<file path="src/rtl/cuenta_reg_escritura_pkg.sv">
// Shared definitions for the register write/read sequencing counters:
// default timing parameters, field widths, FSM encoding and the wr window helper.
package cuenta_reg_escritura_pkg;

  localparam int N_REG_DEF  = 9;
  localparam int T_SLOT_DEF = 180;
  localparam int WR_ON_DEF  = 10;
  localparam int WR_OFF_DEF = 170;

  localparam int DIR_W  = 4;
  localparam int DATA_W = 8;
  localparam int CNT_W  = 8;

  typedef enum logic [1:0] {
    S_IDLE = 2'd0,
    S_SLOT = 2'd1,
    S_DONE = 2'd2
  } estado_t;

  // True when the tick count lies inside the inclusive [lo, hi] strobe window.
  function automatic logic en_ventana(input logic [CNT_W-1:0] cnt,
                                      input logic [CNT_W-1:0] lo,
                                      input logic [CNT_W-1:0] hi);
    return (cnt >= lo) && (cnt <= hi);
  endfunction

endpackage

</file>
<file path="src/rtl/banco_reg_escritura.sv">
// Staging bank: N_REG x 8-bit storage with one synchronous write port,
// one combinational read port and a synchronous clear on reset.
module banco_reg_escritura
  import cuenta_reg_escritura_pkg::*;
#(
  parameter int N_REG = N_REG_DEF
) (
  input  logic              clk,
  input  logic              reset,
  input  logic              we_i,
  input  logic [DIR_W-1:0]  wr_addr_i,
  input  logic [DATA_W-1:0] wr_data_i,
  input  logic [DIR_W-1:0]  rd_addr_i,
  output logic [DATA_W-1:0] rd_data_o
);

  localparam logic [DIR_W-1:0] N_REG_W = DIR_W'(N_REG);

  logic [DATA_W-1:0] mem_q [N_REG];

  // Clear every entry on reset; otherwise accept in-range writes only.
  always_ff @(posedge clk) begin
    if (reset) begin
      for (int i = 0; i < N_REG; i++) begin
        mem_q[i] <= 8'h00;
      end
    end else if (we_i && (wr_addr_i < N_REG_W)) begin
      mem_q[wr_addr_i] <= wr_data_i;
    end
  end

  // Combinational read; out-of-range addresses return zero rather than X.
  always_comb begin
    rd_data_o = 8'h00;
    if (rd_addr_i < N_REG_W) begin
      rd_data_o = mem_q[rd_addr_i];
    end else begin
      rd_data_o = 8'h00;
    end
  end

endmodule

</file>
<file path="src/rtl/cuenta_reg_escritura.sv">
// Write-sequence counter: walks register addresses 0..N_REG-1, spending
// T_SLOT+1 cycles on each, and raises wr during the [WR_ON, WR_OFF] ticks
// of every slot. The data for each address comes from a staging bank that
// can only be loaded while no sequence is running.
module cuenta_reg_escritura
  import cuenta_reg_escritura_pkg::*;
#(
  parameter int N_REG  = N_REG_DEF,
  parameter int T_SLOT = T_SLOT_DEF,
  parameter int WR_ON  = WR_ON_DEF,
  parameter int WR_OFF = WR_OFF_DEF
) (
  input  logic              clk,
  input  logic              reset,
  input  logic              En,
  input  logic              start,
  input  logic              load,
  input  logic [DIR_W-1:0]  load_addr,
  input  logic [DATA_W-1:0] load_data,
  output logic [DIR_W-1:0]  dir,
  output logic [DATA_W-1:0] dato,
  output logic              wr,
  output logic [CNT_W-1:0]  salida,
  output logic              busy,
  output logic              done
);

  localparam logic [DIR_W-1:0] N_REG_W   = DIR_W'(N_REG);
  localparam logic [DIR_W-1:0] LAST_DIR  = DIR_W'(N_REG - 1);
  localparam logic [CNT_W-1:0] T_SLOT_W  = CNT_W'(T_SLOT);
  localparam logic [CNT_W-1:0] WR_ON_W   = CNT_W'(WR_ON);
  localparam logic [CNT_W-1:0] WR_OFF_W  = CNT_W'(WR_OFF);

  estado_t           state_q,  state_d;
  logic [CNT_W-1:0]  salida_q, salida_d;
  logic [DIR_W-1:0]  dir_q,    dir_d;
  logic              wr_q,     wr_d;
  logic              busy_q,   busy_d;
  logic              done_q,   done_d;
  logic              load_ok_s;

  // The bank is frozen while a sequence runs so the data under dir stays stable.
  assign load_ok_s = load && (state_q != S_SLOT) && (load_addr < N_REG_W);

  banco_reg_escritura #(
    .N_REG (N_REG)
  ) u_banco (
    .clk       (clk),
    .reset     (reset),
    .we_i      (load_ok_s),
    .wr_addr_i (load_addr),
    .wr_data_i (load_data),
    .rd_addr_i (dir_q),
    .rd_data_o (dato)
  );

  // Next-state and next-output logic; En low collapses everything to IDLE.
  always_comb begin
    state_d  = state_q;
    salida_d = salida_q;
    dir_d    = dir_q;
    if (!En) begin
      state_d  = S_IDLE;
      salida_d = 8'd0;
      dir_d    = 4'd0;
    end else begin
      case (state_q)
        S_IDLE: begin
          salida_d = 8'd0;
          dir_d    = 4'd0;
          if (start) begin
            state_d = S_SLOT;
          end else begin
            state_d = S_IDLE;
          end
        end
        S_SLOT: begin
          if (salida_q == T_SLOT_W) begin
            salida_d = 8'd0;
            if (dir_q == LAST_DIR) begin
              state_d = S_DONE;
              dir_d   = 4'd0;
            end else begin
              state_d = S_SLOT;
              dir_d   = dir_q + 4'd1;
            end
          end else begin
            state_d  = S_SLOT;
            salida_d = salida_q + 8'd1;
          end
        end
        S_DONE: begin
          // Start requests here are deliberately dropped.
          state_d  = S_IDLE;
          salida_d = 8'd0;
          dir_d    = 4'd0;
        end
        default: begin
          state_d  = S_IDLE;
          salida_d = 8'd0;
          dir_d    = 4'd0;
        end
      endcase
    end
    busy_d = (state_d == S_SLOT);
    done_d = (state_d == S_DONE);
    wr_d   = busy_d && en_ventana(salida_d, WR_ON_W, WR_OFF_W);
  end

  // State and output registers; reset overrides every other input.
  always_ff @(posedge clk) begin
    if (reset) begin
      state_q  <= S_IDLE;
      salida_q <= 8'd0;
      dir_q    <= 4'd0;
      wr_q     <= 1'b0;
      busy_q   <= 1'b0;
      done_q   <= 1'b0;
    end else begin
      state_q  <= state_d;
      salida_q <= salida_d;
      dir_q    <= dir_d;
      wr_q     <= wr_d;
      busy_q   <= busy_d;
      done_q   <= done_d;
    end
  end

  assign dir    = dir_q;
  assign salida = salida_q;
  assign wr     = wr_q;
  assign busy   = busy_q;
  assign done   = done_q;

endmodule

</file>
<file path="config.mk">
export PLATFORM = sky130hd
export DESIGN_NAME = cuenta_reg_escritura
export DESIGN_NICKNAME = d
export VERILOG_FILES = /design/src/rtl/cuenta_reg_escritura_pkg.sv /design/src/rtl/banco_reg_escritura.sv /design/src/rtl/cuenta_reg_escritura.sv
export SDC_FILE = /design/constraint.sdc
export NUM_CORES = 1
export LEC_CHECK = 0
export ABC_AREA = 0
export BUFFER_PORTS_ARGS = -buffer_cell sky130_fd_sc_hd__buf_4
export CORE_MARGIN = 2
export CORE_UTILIZATION = 54
export CTS_CLUSTER_DIAMETER = 40
export CTS_CLUSTER_SIZE = 10
export DETAILED_ROUTE_END_ITERATION = 8
export HOLD_SLACK_MARGIN = 0.05
export PLACE_DENSITY = 0.72
export SYNTH_ARGS = -nofsm -noshare
export SYNTH_HDL_FRONTEND = slang
export SYNTH_SLANG_ARGS = --single-unit
</file>
<file path="constraint.sdc">
create_clock -name clk -period 3.6 [get_ports clk]
set_clock_uncertainty 0.1 [all_clocks]
set_input_delay 0.18 -clock clk [delete_from_list [all_inputs] [get_ports clk]]
set_output_delay 0.18 -clock clk [all_outputs]
set_load 0.02 [all_outputs]
</file>
### After elaboration in Yosys (flattened, before gate mapping)

Memories as Yosys holds them, arrays and structs flattened. A register that Yosys moved wholly into a read port is not among the register bits.
Index checks and enable logic that the tools add are counted.

* memories: 1
* output and inout port bits: 23
* input bits: 17
* memory bits (writable): 72
* logic and storage cells: 49
* flip-flop bits (word level): 17

* bitwise gates (word level): 2
* multiplexer cells: 20
* $lt $le $gt $ge: 4
* equal/unequal tests: 6
* add/sub/neg operators: 2
* reduce and logical (&&, ||, !) cells: 8

Memory list
* u_banco.mem_q: depth 9, bits a word 8, read ports 1, clocked after Yosys merged registers in 1, wr ports 9, RTL line banco_reg_escritura.sv:19 `logic [DATA_W-1:0] mem_q [N_REG];`

Operator list (number)
* 8-bit 2-to-1 mux: 5
* 4-bit 2-to-1 mux: 4
* 8-bit by 1-bit adder with 8-bit output, second input constant: 1
* 8-bit equality test, second input constant: 1
* 8-bit by 4-bit greater-or-equal comparator with 1-bit output, second input constant: 1
* 8-bit less-or-equal comparator, second input constant: 1
* 4-bit less-than comparator, second input constant: 2
* 8-bit OR reduction: 1
* 1-bit 2-to-1 mux: 7
* 2-bit 2-to-1 mux: 3
* 1-bit logical AND: 5
* 4-bit by 1-bit adder with 4-bit output, second input constant: 1
* 2-bit by 1-bit equality test with 1-bit output, second input constant: 2
* 4-bit equality test, second input constant: 1
* 2-bit case mux with 2 select lines: 1
* 3-bit OR reduction: 1
* 2-bit equality test, second input constant: 1
* 2-bit zero test: 1
* 2-bit by 1-bit inequality test with 1-bit output, second input constant: 1
* 1-bit NOT: 2

### Longest topological paths before layout

* depth in word-level cells: 9
* mapped depth: 8

### Cells and area by module

A second synthesis with hierarchy kept.

* cells, all modules: 359
* area, all modules: 4511.8 um^2

Modules (own cells, without submodules)
* banco_reg_escritura: cells each 236, times used 1, sequential area each 2162.1 um^2, area an instance 3394.5 um^2
* cuenta_reg_escritura: cells each 123, times used 1, sequential area each 340.3 um^2, area an instance 1117.3 um^2

### Least setup slack after synthesis

Ideal clock, no wire load.

* kind: reg-to-output
* start point: register (tool-made name)
* end point: output port dato[1]
* stages on the path, launching flop included: 6
* data arrival time: 1594 ps
* buffers on the path: 2
* setup slack: 1726 ps
* required time: 3320 ps
* cells stage by stage: dfxtp_1 > buf_2 > buf_2 > mux4_2 > a22oi_1 > a21oi_1

RTL lines
* end, declared: RTL line cuenta_reg_escritura.sv:21 `output logic [DATA_W-1:0] dato,`

==> flow_summary_export.csv <==
group,metric,value,unit
run_status,status,"finished with violations",
run_status,violations,"design-rule violations",
timing,fmax,377.2,MHz
yosys,yosysUniqueCellTypes,44,
yosys,async_reset_ff_frac,0,
floorplanning,rows,39,
critical_path,startpoint_type,"register",
critical_path,critPathMaxFanout,32,
global_routing,grt_pass1_wl,19580,um
layout,syn2layout_area_growth,19.65,%
timing,drv_slew,0,
floorplanning,ios,40,
cts,postCtsSetupBuffers,0,
yosys,netlist_instances,411,
yosys,synth_compound_gate_area_share,0.04438,
route,routedWlPerCell,18.09,um
place,portBuffers,39,
floorplanning,die_h,112.9,um
place,hpwlAfterDp,8132,um
yosys,syn_area,0.006400,mm^2
yosys,yosysWarnings,0,
critical_path,crit_slowest_cell,"mux4_2",
power_and_ir_drop,leakagePower,2.825,nW
cts,worstSkewPairLatency,0.41,ns
global_routing,grt_util_all_layers,0.2097,
cts,cts_tree,"yes",
global_routing,antenna_found_initial,0,
yosys,synthTopCellsByArea,"edfxtp_1 (60%), mux4_2 (11%), and2_1 (7.2%), dfxtp_1 (6.6%), a22oi_1 (1.9%)",
critical_path,cpMostUsedCell,"buf_4",
floorplanning,die_w,112.9,um
route,drc,1,
route,first_iter_violations,338,
timing,hold_slack,0.07195,ns
yosys,synth.top_cell.area_share,0.6006,
timing,finalCritPeriodShare,0.7365,
timing,setup_viol,0,
layout,nets,544,
yosys,synth_area_per_cell,15.57,um^2
cts,htreeDepth,4,
critical_path,critical_path_required,3.32,ns
layout,n_antenna_cell,0,
critical_path,critPathKind,"register to output pin",
yosys,synth-xor-area-share,0.009580,
yosys,synth_most_common_cell,"edfxtp_1",
yosys,synth-seq-cells,149,
cts,clock_path_buffers,2,
run,maxCapViolations,0,
cts,ctsRootBufferMaster,"clkbuf_16",
route,ant_nets,0,
route,routed_via_density,5.435,
place,place_area,0.007028,mm^2
yosys,synthFlopType,"edfxtp_1",
cts,cts.sinks,149,
timing,hold_viol_final,0,
place,gp_congestion,0.8020,
layout,stdcell_area,0.007657,mm^2
yosys,synth_top_family_by_area,"simple AND/OR/NAND/NOR gates",
cts,ctsResizeCount,0,
route,via_count,3685,
timing,rsz0062_at_grt,"no",
power_and_ir_drop,power_density,478.9,mW/mm^2
floorplanning,initial_core_util,0.5557,
cts,cts_buffers,17,
yosys,synthSimpleGateAreaFrac,0.1359,
route,routed_wl,12270,um
global_routing,grt_pass1_vias,3695,
power_and_ir_drop,max-vdd-ir-drop,0.3449,mV
critical_path,worstPathCellList,"buf_4 -> mux4_2 -> a22oi_1 -> a21oi_1 -> buf_4",
critical_path,end_kind,"output pin",
route,dr.pass1.iters,6,
yosys,synth-adder-area-share,0.009775,
yosys,synth-seq-area-share,0.6663,
timing,period_minus_slack,2.651,ns
global_routing,grt_overflow,0,
critical_path,crit_buf_inv,2,
floorplanning,dieArea,0.01274,mm^2
timing,setup_tns,0,ns
cts,clkSlewWorstSetupHoldPaths,0.05,ns
min_path,hold_path_class,"input pin to register",
critical_path,cpLargestDelayFamily,"buffers and inverters",
layout,drive_above_1_share,0.2168,
yosys,synth-edff-count,128,
yosys,synth_top_cells_by_count,"edfxtp_1 (128), and2_1 (74), mux4_2 (32)",
timing,slew_headroom,0.4181,
yosys,synthMuxAreaShare,0.1142,
yosys,synth_top_area_cell,"edfxtp_1",
floorplanning,core,0.01152,mm^2
global_routing,grt_start_max_net_pins,33,
critical_path,arrival,2.37,ns
critical_path,slowest_delay,0.64,ns
timing,worstMarginPinSlew,0.8711,ns
-- metal layers --
| metal | track usage | wire [um] | vias to the layer above |
|---|---|---|---|
| met3 | 0.05945 | 663 | 20 |
| met4 | 0.07561 | 213 | 0 |
| met2 | 0.3337 | 6041 | 108 |
| met1 | 0.2809 | 5348 | 1830 |
| li1 | - | - | 1727 |
| met5 | 0 | 0 | - |
-- path summary, 6_finish.rpt --
kind,from,end,slack [ns],cells past startpoint
setup / recovery,register,dato[2],0.95,5
hold / removal,reset,state_q[0],0.07,3
setup reg to reg,salida[5],busy,1.18,5
hold reg to reg,state_q[1],state_q[0],0.36,1
-- power by group --
group	internal [W]	switching (W)	total [W]
clock network	0.000909	0.000619	0.00153
registers	0.00197	0.0000245	0.00199
logic	0.0000633	0.0000840	0.000147
total	0.00294	0.000727	0.00367
-- placed cells by master (no fill, tap or decap), drive strengths merged, types with 2 or more instances in the layout --
cell type / count
nand4: 4
dlygate4sd3: 12
edfxtp: 128
mux4: 32
xnor2: 5
a22oi: 16
nor3: 6
nand2: 8
ha: 5
nor2: 22
conb: 56
clkinv: 6
o21ai: 3
or2: 10
buf: 43
nor4: 3
o31ai: 2
or3: 2
and2: 74
dfxtp: 21
a21oi: 13
inv: 8
nand2b: 7
nor2b: 2
a2111oi: 2
o311a: 2
clkbuf: 26
xor2: 2
nand3: 4
and3: 2
-- kinds of logic (layout without fill, tap and decap cells) --
kind of cell,count (synthesis),after routing
flip-flops,149,149
AND/OR/NAND/NOR,148,148
AO/OA/AOI/OAI,42,42
multiplexers,33,33
buffers and inverters,26,95
XOR/XNOR,7,7
adder cells (fa/ha/maj),5,5
other,1,56
-- sequential cells by signal (all words and copies together) (netlist names), named ones only --
name           cells
state_q            2
salida             8
u_banco.mem_q    128
wr                 1
busy               1
done               1
dir                4
-- worst min-delay path, stage by stage --
cell       delay (ns)
buf_4            0.13
nand2b_1         0.14
a2111oi_0        0.07
-- repair_timing --
item,CTS,global route
hold buffers,12,0
endpoints found under the hold margin,58,0
endpoints found under the setup margin,0,0
-- stage by stage --
stage / utilization / worst slack [ns] / power [W] / instances
after global placement: 0.6103 / 1.222 / 0.002154 / 634
final: 0.6649 / 0.9486 / 0.003667 / 678
after floorplan: - / 1.726 / 0.002090 / 466
after global routing: 0.6649 / 0.7379 / 0.003791 / 678
after detailed placement: 0.6103 / 1.218 / 0.002163 / 634
after CTS: 0.6649 / 0.8982 / 0.003688 / 678
-- final cells by class --
class / instances / area [um^2]
clock buffers: 26 / 479.2
fillers: 840 / 3859
well taps: 143 / 178.9
inverters: 8 / 30.03
clock inverters: 6 / 30.03
flip-flops and latches: 149 / 4265
multi-input cells: 291 / 2218
repair buffers: 55 / 455.4
Power figures use the tool's default switching activity.
